`src/rtl/seq_lut_pkg.sv`:
```
// Shared definitions for the sequencer LUT loader and sequencer benches.
// Contents: entry width and field offsets, sequencer state encodings, loader
// FSM states, loader error codes, CRC-32 constants and a one-word CRC step.
package seq_lut_pkg;

  // Entry layout: {state[28:26], repeat[25:18], data_len[17:2], eof[1], sof[0]}
  localparam int unsigned LutDW    = 29;
  localparam int unsigned SofBit   = 0;
  localparam int unsigned EofBit   = 1;
  localparam int unsigned LenLsb   = 2;
  localparam int unsigned LenMsb   = 17;
  localparam int unsigned RepLsb   = 18;
  localparam int unsigned RepMsb   = 25;
  localparam int unsigned StateLsb = 26;
  localparam int unsigned StateMsb = 28;

  // Sequencer state encodings carried in the entry state field.
  typedef enum logic [2:0] {
    SeqRst     = 3'd0,
    SeqIdle    = 3'd1,
    SeqArm     = 3'd2,
    SeqRun     = 3'd3,
    SeqRepeat  = 3'd4,
    SeqWait    = 3'd5,
    SeqHalt    = 3'd6,
    SeqReadout = 3'd7
  } seq_state_e;

  typedef enum logic [2:0] {
    ErrNone     = 3'd0,
    ErrFirstSof = 3'd1,
    ErrEof      = 3'd2,
    ErrState    = 3'd3,
    ErrOverflow = 3'd4,
    ErrVerify   = 3'd5
  } err_code_e;

  typedef enum logic [2:0] {
    StIdle,
    StClrW,
    StWrite,
    StClrR,
    StVerify,
    StCheck,
    StRun,
    StError
  } loader_state_e;

  localparam logic [31:0] CrcPoly = 32'h04C1_1DB7;
  localparam logic [31:0] CrcInit = 32'hFFFF_FFFF;

  // MSB-first, non-reflected CRC-32 over one 32-bit word, no final XOR.
  function automatic logic [31:0] crc32_step(input logic [31:0] crc, input logic [31:0] data);
    logic [31:0] c;
    c = crc;
    for (int i = 31; i >= 0; i--) begin
      if (c[31] ^ data[i]) c = (c << 1) ^ CrcPoly;
      else                 c = c << 1;
    end
    return c;
  endfunction

endpackage

```
`src/rtl/seq_lut_crc32.sv`:
```
// Running CRC-32 accumulator, one 32-bit word per enabled cycle.
// Ports:
//   clk      clock
//   reset_ni async active-low reset (CRC register -> 0)
//   clr_i    load the CRC initial value (has priority over en_i)
//   en_i     fold data_i into the running CRC
//   data_i   32-bit word
//   crc_o    current CRC value
module seq_lut_crc32
  import seq_lut_pkg::*;
(
  input  logic        clk,
  input  logic        reset_ni,
  input  logic        clr_i,
  input  logic        en_i,
  input  logic [31:0] data_i,
  output logic [31:0] crc_o
);

  logic [31:0] r_crc;

  always_ff @(posedge clk or negedge reset_ni) begin
    if (!reset_ni) begin
      r_crc <= '0;
    end else if (clr_i) begin
      r_crc <= CrcInit;
    end else if (en_i) begin
      r_crc <= crc32_step(r_crc, data_i);
    end
  end

  assign crc_o = r_crc;

endmodule

```
`src/rtl/sequencer_lut_loader.sv`:
```
// Host-side programmer for the sequencer LUT configuration port.
// Holds the sequencer in reset, streams entries into the LUT through the
// auto-incrementing write port, format-checks every entry, reads the table
// back and releases the sequencer only when write and read CRCs agree.
// Ports:
//   clk, reset_ni                      clock, async active-low reset
//   start_i                            begin a load session (IDLE/RUN/ERROR only)
//   entry_valid_i/entry_ready_o        host entry handshake
//   entry_data_i/entry_last_i          entry payload and end-of-table marker
//   busy_o, done_o                     session active, 1-cycle verified pulse
//   error_o, error_code_o              sticky error and its cause
//   entry_count_o                      entries written this session
//   seq_reset_o, seq_addr_clr_o        sequencer reset and LUT address clear
//   lut_wen_o, lut_write_data_o        LUT write strobe and data
//   lut_rden_o, lut_read_data_i        LUT read strobe and combinational data
module sequencer_lut_loader
  import seq_lut_pkg::*;
#(
  parameter int unsigned DEPTH = 256,
  parameter int unsigned DW    = LutDW,
  localparam int unsigned CW   = $clog2(DEPTH + 1)
) (
  input  logic          clk,
  input  logic          reset_ni,
  input  logic          start_i,
  input  logic          entry_valid_i,
  output logic          entry_ready_o,
  input  logic [DW-1:0] entry_data_i,
  input  logic          entry_last_i,
  output logic          busy_o,
  output logic          done_o,
  output logic          error_o,
  output logic [2:0]    error_code_o,
  output logic [CW-1:0] entry_count_o,
  output logic          seq_reset_o,
  output logic          seq_addr_clr_o,
  output logic          lut_wen_o,
  output logic [DW-1:0] lut_write_data_o,
  output logic          lut_rden_o,
  input  logic [DW-1:0] lut_read_data_i
);

  loader_state_e r_state;
  logic          r_seq_reset;
  logic          r_addr_clr;
  logic          r_wen;
  logic          r_rden;
  logic          r_done;
  logic          r_error;
  err_code_e     r_err_code;
  logic [DW-1:0] r_wdata;
  logic [CW-1:0] r_count;
  logic [CW-1:0] r_rd_left;
  logic          r_last;  // last entry accepted; its wen is in flight

  logic          w_start;
  logic          w_hs;
  logic          w_full;
  err_code_e     w_fmt_err;
  logic [31:0]   w_wr_crc;
  logic [31:0]   w_rd_crc;

  assign w_start = start_i &&
                   (r_state == StIdle || r_state == StRun || r_state == StError);
  assign w_full  = (r_count == CW'(DEPTH));

  assign entry_ready_o = (r_state == StWrite) && !r_last && !w_full;
  assign w_hs          = entry_valid_i && entry_ready_o;

  // First failing rule wins.
  always_comb begin
    w_fmt_err = ErrNone;
    if (r_count == '0 && !entry_data_i[SofBit]) begin
      w_fmt_err = ErrFirstSof;
    end else if (entry_data_i[EofBit] != entry_last_i) begin
      w_fmt_err = ErrEof;
    end else if (entry_data_i[StateMsb:StateLsb] == '0) begin
      w_fmt_err = ErrState;
    end
  end

  always_ff @(posedge clk or negedge reset_ni) begin
    if (!reset_ni) begin
      r_state     <= StIdle;
      r_seq_reset <= 1'b1;
      r_addr_clr  <= 1'b0;
      r_wen       <= 1'b0;
      r_rden      <= 1'b0;
      r_done      <= 1'b0;
      r_error     <= 1'b0;
      r_err_code  <= ErrNone;
      r_wdata     <= '0;
      r_count     <= '0;
      r_rd_left   <= '0;
      r_last      <= 1'b0;
    end else begin
      r_addr_clr <= 1'b0;
      r_wen      <= 1'b0;
      r_done     <= 1'b0;
      unique case (r_state)
        StIdle, StRun, StError: begin
          if (w_start) begin
            r_state     <= StClrW;
            r_seq_reset <= 1'b1;
            r_addr_clr  <= 1'b1;
            r_error     <= 1'b0;
            r_err_code  <= ErrNone;
            r_count     <= '0;
            r_last      <= 1'b0;
          end
        end
        StClrW: begin
          r_state <= StWrite;
        end
        StWrite: begin
          if (r_last) begin
            // Wen of the final entry is on the port this cycle.
            r_state    <= StClrR;
            r_addr_clr <= 1'b1;
            r_last     <= 1'b0;
          end else if (w_hs) begin
            if (w_fmt_err != ErrNone) begin
              r_state    <= StError;
              r_error    <= 1'b1;
              r_err_code <= w_fmt_err;
            end else begin
              r_wen   <= 1'b1;
              r_wdata <= entry_data_i;
              r_count <= r_count + CW'(1);
              r_last  <= entry_last_i;
            end
          end else if (entry_valid_i && w_full) begin
            // Table full and the host still offers entries without a last.
            r_state    <= StError;
            r_error    <= 1'b1;
            r_err_code <= ErrOverflow;
          end
        end
        StClrR: begin
          r_state   <= StVerify;
          r_rden    <= 1'b1;
          r_rd_left <= r_count;
        end
        StVerify: begin
          r_rd_left <= r_rd_left - CW'(1);
          if (r_rd_left == CW'(1)) begin
            r_rden  <= 1'b0;
            r_state <= StCheck;
          end
        end
        StCheck: begin
          if (w_wr_crc == w_rd_crc) begin
            r_state     <= StRun;
            r_done      <= 1'b1;
            r_seq_reset <= 1'b0;
          end else begin
            r_state    <= StError;
            r_error    <= 1'b1;
            r_err_code <= ErrVerify;
          end
        end
        default: r_state <= StIdle;
      endcase
    end
  end

  seq_lut_crc32 u_wr_crc (
    .clk     (clk),
    .reset_ni(reset_ni),
    .clr_i   (w_start),
    .en_i    (r_wen),
    .data_i  (32'(r_wdata)),
    .crc_o   (w_wr_crc)
  );

  // Read data is sampled in the rden cycle, before the sequencer increments.
  seq_lut_crc32 u_rd_crc (
    .clk     (clk),
    .reset_ni(reset_ni),
    .clr_i   (w_start),
    .en_i    (r_rden),
    .data_i  (32'(lut_read_data_i)),
    .crc_o   (w_rd_crc)
  );

  assign busy_o           = !(r_state == StIdle || r_state == StRun || r_state == StError);
  assign done_o           = r_done;
  assign error_o          = r_error;
  assign error_code_o     = r_err_code;
  assign entry_count_o    = r_count;
  assign seq_reset_o      = r_seq_reset;
  assign seq_addr_clr_o   = r_addr_clr;
  assign lut_wen_o        = r_wen;
  assign lut_write_data_o = r_wdata;
  assign lut_rden_o       = r_rden;

endmodule
```
`config.mk`:
```
export PLATFORM = sky130hd
export DESIGN_NAME = sequencer_lut_loader
export DESIGN_NICKNAME = d
export VERILOG_FILES = /design/src/rtl/seq_lut_pkg.sv /design/src/rtl/seq_lut_crc32.sv /design/src/rtl/sequencer_lut_loader.sv
export SDC_FILE = /design/constraint.sdc
export NUM_CORES = 1
export LEC_CHECK = 0
export BUFFER_PORTS_ARGS = -buffer_cell sky130_fd_sc_hd__clkbuf_2
export CAP_MARGIN = 20
export CORE_ASPECT_RATIO = 0.6
export CORE_MARGIN = 2
export CORE_UTILIZATION = 62
export DETAILED_ROUTE_END_ITERATION = 8
export GPL_ROUTABILITY_DRIVEN = 0
export PLACE_DENSITY = 0.79
export SYNTH_ARGS = -nofsm -noshare
export SYNTH_HDL_FRONTEND = slang
export SYNTH_SLANG_ARGS = --single-unit
```
`constraint.sdc`:
```
create_clock -name clk -period 4.5 [get_ports clk]
set_clock_uncertainty 0.2 [all_clocks]
set_input_delay 0.45 -clock clk [delete_from_list [all_inputs] [get_ports clk]]
set_output_delay 0.45 -clock clk [all_outputs]
set_load 0.005 [all_outputs]
```
Word-level counts from Yosys, hierarchy flattened
Cells that the tools add are included.
{"block": "classes", "n_bitwise": 124, "n_mux": 241, "reduce_logical": 30, "n_eq_ne": 22, "n_addsub": 2}
{"cell": "32-bit 2-to-1 mux", "n": 128}
{"cell": "27-bit 2-to-1 mux", "n": 64}
{"cell": "14-bit inverter", "n": 64}
{"cell": "1-bit bitwise XOR", "n": 58}
{"cell": "3-bit 2-to-1 mux", "n": 13}
{"cell": "9-bit 2-to-1 mux", "n": 4}
{"cell": "9-bit one-hot mux with 2 select lines", "n": 2}
{"cell": "32-bit equality test", "n": 1}
{"cell": "1-bit 2-to-1 mux", "n": 21}
{"cell": "3-bit one-hot mux with 6 select lines", "n": 1}
{"cell": "3-bit equality test, second input constant", "n": 4}
{"cell": "2-bit != test, second input constant", "n": 6}
{"cell": "2-bit nonzero test", "n": 5}
{"cell": "9-bit by 1-bit adder with 9-bit output, second input constant", "n": 1}
{"cell": "9-bit by 1-bit equality test with 1-bit output, second input constant", "n": 1}
{"cell": "9-bit equality test, second input constant", "n": 1}
{"cell": "9-bit zero test", "n": 1}
{"cell": "3-bit one-hot mux with 3 select lines", "n": 1}
{"cell": "9-bit by 1-bit subtractor with 9-bit output, second input constant", "n": 1}
{"cell": "4-bit by 3-bit != test with 1-bit output, second input constant", "n": 2}
{"cell": "1-bit one-hot mux with 2 select lines", "n": 4}
{"cell": "4-bit AND reduction", "n": 2}
{"cell": "3-bit by 2-bit equality test with 1-bit output, second input constant", "n": 2}
{"cell": "1-bit logical AND", "n": 6}
{"cell": "16 further kinds", "n": 26}
{"block": "totals", "register_bits": 124, "inputBits": 63, "wordCells": 433, "output_inout_bits": 49}

Logic depth before layout (Yosys ltp)
{"block": "depth", "ltp_word": 129, "ltp_mapped": 10, "depth_no_buf": 10}

By module
From an unflattened synthesis, not the netlist that was laid out.
{"block": "hier_totals", "cells_unflattened": 1154, "hier_area_um2": 12281.8}
{"mod": "seq_lut_crc32", "cells_per_inst": 396, "area_each_um2": 4520.6, "seq_area_each_um2": 800.8, "instances": 2}
{"mod": "sequencer_lut_loader", "cells_per_inst": 362, "area_each_um2": 3240.6, "seq_area_each_um2": 1502.7, "instances": 1}

Worst setup path before layout
No wires, ideal clock.
{"block": "synth_path", "path_kind": "register -> register", "start": "reg u_rd_crc.r_crc[30], in the netlist u_rd_crc.crc_o[30]", "end": "reg u_rd_crc.r_crc[11], in the netlist u_rd_crc.crc_o[11]", "path_buffers": 1, "stages_incl_launch_ff": 11, "arrival_ps": 3611, "synth_period_minus_slack_ps": 3943, "slack_ps": 557, "t_required_ps": 4168, "setup_ps": 132, "path_cell_list": "dfrtp_1 buf_2 xor3_1 xnor3_2 xor2_4 xnor3_2 xnor2_4 xnor3_2 xnor3_2 xnor3_1 o21ai_1"}
{"block": "synth_via", "elab_chain_len": 102, "elab_cells_between_ends": 137, "classes_between": "mux: 95; bitwise: 42"}
{"element": "from (decl)", "line_no": "seq_lut_crc32.sv:20", "source": "logic [31:0] r_crc;"}
{"element": "from (signal assigned)", "line_no": "seq_lut_crc32.sv:26", "source": "r_crc <= CrcInit;"}
{"element": "from (signal assigned)", "line_no": "seq_lut_crc32.sv:28", "source": "r_crc <= crc32_step(r_crc, data_i);"}
{"element": "32-bit 2-to-1 mux *", "line_no": "seq_lut_crc32.sv:27", "source": "end else if (en_i) begin"}
{"element": "32-bit 2-to-1 mux *", "line_no": "seq_lut_crc32.sv:25", "source": "end else if (clr_i) begin"}
{"element": "27-bit 2-to-1 mux *", "line_no": "seq_lut_pkg.sv:57", "source": "if (c[31] ^ data[i]) c = (c << 1) ^ CrcPoly;"}
{"element": "32-bit 2-to-1 mux *", "line_no": "seq_lut_crc32.sv:27"}
{"element": "32-bit 2-to-1 mux *", "line_no": "seq_lut_crc32.sv:25"}
{"element": "27-bit 2-to-1 mux / 14-bit inverter (equally long branches)"}
{"element": "32-bit 2-to-1 mux *", "line_no": "seq_lut_crc32.sv:27"}
{"element": "32-bit 2-to-1 mux *", "line_no": "seq_lut_crc32.sv:25"}
{"element": "[86 not listed]"}
{"element": "14-bit inverter (no source line) / 32-bit 2-to-1 mux (equally long branches)"}
{"element": "27-bit 2-to-1 mux / 32-bit 2-to-1 mux (equally long branches)", "line_no": "seq_lut_pkg.sv:57, seq_lut_crc32.sv:25"}
{"element": "32-bit 2-to-1 mux *", "line_no": "seq_lut_crc32.sv:27"}
{"element": "32-bit 2-to-1 mux *", "line_no": "seq_lut_crc32.sv:25"}
{"element": "14-bit inverter (no source line) / 1-bit bitwise XOR (equally long branches)"}
{"element": "27-bit 2-to-1 mux *", "line_no": "seq_lut_pkg.sv:57"}
{"element": "32-bit 2-to-1 mux *", "line_no": "seq_lut_crc32.sv:27"}
{"element": "32-bit 2-to-1 mux *", "line_no": "seq_lut_crc32.sv:25"}
Every way passes the cells marked *; elsewhere a longest branch is shown, timed or not. The select of a mux whose other input is x is not followed.
A chain may end at the register's enable or synchronous reset.

Worst setup path in the final report
{"block": "layout_path", "start": "reg u_rd_crc.r_crc[23], in the netlist u_rd_crc.crc_o[23]", "end": "reg u_rd_crc.r_crc[13], in the netlist u_rd_crc.crc_o[13]"}
{"block": "layout_via", "elab_chain_len": 100, "elab_cells_between_ends": 123, "classes_between": "mux: 91; bitwise: 32"}
{"element": "27-bit 2-to-1 mux *", "line_no": "seq_lut_pkg.sv:57"}
{"element": "32-bit 2-to-1 mux *", "line_no": "seq_lut_crc32.sv:27"}
{"element": "32-bit 2-to-1 mux *", "line_no": "seq_lut_crc32.sv:25"}
{"element": "27-bit 2-to-1 mux *", "line_no": "seq_lut_pkg.sv:57"}
{"element": "32-bit 2-to-1 mux *", "line_no": "seq_lut_crc32.sv:27"}
{"element": "32-bit 2-to-1 mux *", "line_no": "seq_lut_crc32.sv:25"}
{"element": "14-bit inverter (no source line)"}
{"element": "27-bit 2-to-1 mux *", "line_no": "seq_lut_pkg.sv:57"}
{"element": "[84 not listed]"}
{"element": "32-bit 2-to-1 mux *", "line_no": "seq_lut_crc32.sv:25"}
{"element": "14-bit inverter (no source line)"}
{"element": "27-bit 2-to-1 mux *", "line_no": "seq_lut_pkg.sv:57"}
{"element": "32-bit 2-to-1 mux *", "line_no": "seq_lut_crc32.sv:27"}
{"element": "32-bit 2-to-1 mux *", "line_no": "seq_lut_crc32.sv:25"}
{"element": "27-bit 2-to-1 mux *", "line_no": "seq_lut_pkg.sv:57"}
{"element": "32-bit 2-to-1 mux *", "line_no": "seq_lut_crc32.sv:27"}
{"element": "32-bit 2-to-1 mux *", "line_no": "seq_lut_crc32.sv:25"}
Marked as above.

==> qor_table.md <==
| Metric | Value | Unit |
|:---|:---|:---|
| H-tree depth | 4 | - |
| Synthesized cell area | 12000 | um^2 |
| Area taken by multi-input logic gates | 8780 | um^2 |
| Min-Delay Startpoint | entry_data_i[6] | - |
| Setup TNS | 0 | ns |
| Nature of the critical path startpoint | flop | - |
| Pin count of the biggest net entering global routing | 73 | - |
| Synth Register Bits | 124 | - |
| Area taken by flip-flops and latches | 3110 | um^2 |
| Final period utilization | 0.985 | - |
| Remaining max-slew budget at the tightest pin | 0.262 | - |
| Post-route ant nets | 0 | - |
| Met1 Wirelength | 15900 | um |
| Clock Tree Buf Depth | 2 | - |
| End of the worst register-to-register path | u_rd_crc.crc_o[13] | - |
| Top_reg_cell synth | sky130_fd_sc_hd__dfrtp_1 | - |
| Hold path cells | 2 | - |
| Post-Syn Nets | 1087 | - |
| Sum of overflow across all layers after global routing | 0 | - |
| WL per Instance | 24.5 | um |
| Result of the run | completed | - |
| Transition time at the pin with the least slew margin | 1.11 | ns |
| Timing-limited maximum frequency | 0.225 | GHz |
| Synthesis Warnings | 0 | - |
| Floorplan die width | 184 | um |
| CTS Buf Count | 17 | - |
| Gr usage total | 0.361 | - |
| Count of buffers inserted at the top-level ports | 111 | - |
| Critical register-to-register path startpoint | u_rd_crc.crc_o[23] | - |
| Number of vias per cell | 5.97 | - |
| Post-synth cell types | 55 | - |
| Iteration count of the initial detailed-routing pass | 6 | - |
| First-pass GRT wire length | 53100 | um |
| Unrepaired setup endpoints after global routing | false | - |
| TritonCTS clock tree | yes | - |
| Worst path arrival time | 4.58 | ns |
| Worst R2R Setup Slack | 0.07 | ns |
| Synth Instances | 1020 | - |
| Capturing element type of the critical path | flop | - |
| Number of enable-type register cells in the synthesized netlist | 0 | - |
| Number of sinks driven by the clock tree | 124 | - |
| Final Setup Violations | 0 | - |
| Post-CTS Repair Setup Buffers | 0 | - |
| Std cell rows | 39 | - |
| Top-level I/O count | 112 | - |
| Clock latency at the later pin of the worst-skew pair | 0.43 | ns |
| Via count of the first global-routing pass | 8385 | - |
| Type of the worst setup path | flop to flop | - |
| Total via count after detailed routing | 8604 | - |
| Fill cells | 1331 | - |
| Most used cells in the layout excluding fill and tap cells | 283 x sky130_fd_sc_hd__xnor2_1, 122 x sky130_fd_sc_hd__dfrtp_1, 110 x sky130_fd_sc_hd__clkbuf_2 | - |
| Sequential area share after synthesis | 0.258 | - |
| NumNets Final | 1250 | - |
| Met3 WL | 6010 | um |
| Number of design rule violations left after detail routing | 0 | - |
| Met2 routed wirelength | 13200 | um |
| Floorplan Core Area | 19000 | um^2 |
| Endpoint of the worst hold-timing path | lut_write_data_o[6] | - |
| Number of failing hold endpoints at the final stage | 0 | - |
| Antenna violations before repair | 0 | - |
| Uppermost layer routed | met4 | - |
| Clock Root Buffer | sky130_fd_sc_hd__clkbuf_16 | - |
| Number of max-cap violations | 0 | - |
| Total wirelength of the detailed-routed design | 35300 | um |
| Half-perimeter wire length of the detailed placement result | 28400 | um |
| Vertical die dimension | 112 | um |
| Clock-pin slew reported for the worst setup and hold paths after clock tree synthesis | 0.06 | ns |
| Worst endpoint required time | 4.64 | ns |
| Largest driver fanout on the critical path | 4 | - |
| Post-synthesis async set-or-reset flop share | 1.00 | - |
| Ant diodes | 0 | - |
| Fin. max-slew vios | 0 | - |
| Worst min-delay path class | primary input to flop | - |
| Worst Reg-to-Reg Cells | 9 | - |
| Synthesized area divided by synthesized cell count | 11.8 | um^2 |
| Synthesis-to-finish area growth | 15.4 | % |
| Share of cells above drive strength 1 | 0.253 | - |
| Most frequent standard cell in the layout excluding fill and tap cells | sky130_fd_sc_hd__xnor2_1 | - |
| Fin crit period | 4.43 | ns |
| Initial standard-cell utilization of the core | 0.633 | - |
| Initial DRC count | 1068 | - |
| Die area | 20600 | um^2 |
[critical path, cell delays in order (launching register included)]
cell and delay, ns:
sky130_fd_sc_hd__dfrtp_1 0.55, sky130_fd_sc_hd__xor2_1 0.43, sky130_fd_sc_hd__xnor3_1 0.62, sky130_fd_sc_hd__xor3_1 0.51
sky130_fd_sc_hd__xnor3_1 0.49, sky130_fd_sc_hd__xnor3_1 0.45, sky130_fd_sc_hd__xnor2_1 0.40, sky130_fd_sc_hd__buf_4 0.19
sky130_fd_sc_hd__xor3_1 0.38, sky130_fd_sc_hd__o21ai_1 0.13
[synthesized netlist by cell type (13+ instances only)]
library cell	count	area share
sky130_fd_sc_hd__mux2_2	31	0.029
sky130_fd_sc_hd__nor3_1	16	0.0067
sky130_fd_sc_hd__o21ai_0	30	0.012
sky130_fd_sc_hd__xor2_1	87	0.063
sky130_fd_sc_hd__xnor2_4	13	0.030
sky130_fd_sc_hd__xnor2_1	283	0.21
sky130_fd_sc_hd__nand2_1	45	0.014
sky130_fd_sc_hd__xnor2_2	18	0.024
sky130_fd_sc_hd__dfrtp_1	123	0.26
sky130_fd_sc_hd__nor2_1	61	0.019
sky130_fd_sc_hd__a21oi_1	36	0.015
sky130_fd_sc_hd__xor3_1	14	0.028
sky130_fd_sc_hd__o211ai_1	14	0.0087
sky130_fd_sc_hd__xnor3_2	14	0.028
sky130_fd_sc_hd__clkbuf_1	27	0.0084
sky130_fd_sc_hd__xnor3_1	87	0.16
[layer usage]
metal  global-route usage  vias to the layer above
met2                0.439                      566
met5                    0                        -
met4               0.0523                        0
met3                0.202                       26
met1                0.560                     4219
li1                     -                     3793
[state kept, by name, summed over array words and instances (netlist names), 3 cells and up]
name              cells
r_rd_left             9
entry_count_o         9
lut_write_data_o     29
r_state               3
u_wr_crc.crc_o       32
u_rd_crc.crc_o       32
error_code_o          3
[how the worst max path moves through the flow]
stage / slack, ns / startpoint / endpoint / cells after the start
6_report: 0.07 / u_rd_crc.crc_o[23] / u_rd_crc.crc_o[13] / 9
5_1_grt: 0.01 / u_rd_crc.crc_o[27] / u_rd_crc.crc_o[13] / 9
4_1_cts: 0.14 / u_wr_crc.crc_o[31] / u_wr_crc.crc_o[11] / 9
3_5_place_dp: 0.19 / u_wr_crc.crc_o[31] / u_wr_crc.crc_o[11] / 9
3_3_place_gp: 0.29 / lut_read_data_i[27] / u_rd_crc.crc_o[13] / 10
2_1_floorplan: 0.56 / u_rd_crc.crc_o[30] / u_rd_crc.crc_o[11] / 10
[logic make-up after synthesis]
family | Yosys count | synth area share
multiplexers | 35 | 0.0323
AO/OA/AOI/OAI | 117 | 0.0587
buffers and inverters | 44 | 0.0157
flip-flops | 124 | 0.258
XOR/XNOR | 530 | 0.569
adder cells (fa/ha/maj) | 4 | 0.00416
AND/OR/NAND/NOR | 166 | 0.0618
[through the flow]
stage	setup WS, ns	hold slack (ns)	cells	utilization	cell area, um^2
after floorplan	0.557	-0.0456	1020	-	12000
after global placement	0.293	0.279	1408	0.697	13300
after detailed placement	0.191	0.287	1408	0.697	13300
after CTS	0.141	0.0440	1441	0.728	13900
after global routing	0.0133	0.0460	1442	0.730	13900
final	0.0653	0.0531	1442	0.730	13900
[cell type report]
type                            instances  share of cell area
Sequential cell                       124               0.224
Inverter                               11             0.00297
Tap cell                              246              0.0222
Multi-Input combinational cell        852               0.632
Clock inverter                         14              0.0116
Clock buffer                           18              0.0309
Timing Repair Buffer                  177              0.0769
[what timing repair did]
item / CTS / global route
hold buffers: 1 / 0
setup endpoints to repair: 0 / 1
hold endpoints to repair: 52 / 0
gates resized for setup: 0 / 3
Power is not shown: default switching activity piles up to over one toggle a cycle in this logic, so the estimate is an artifact.
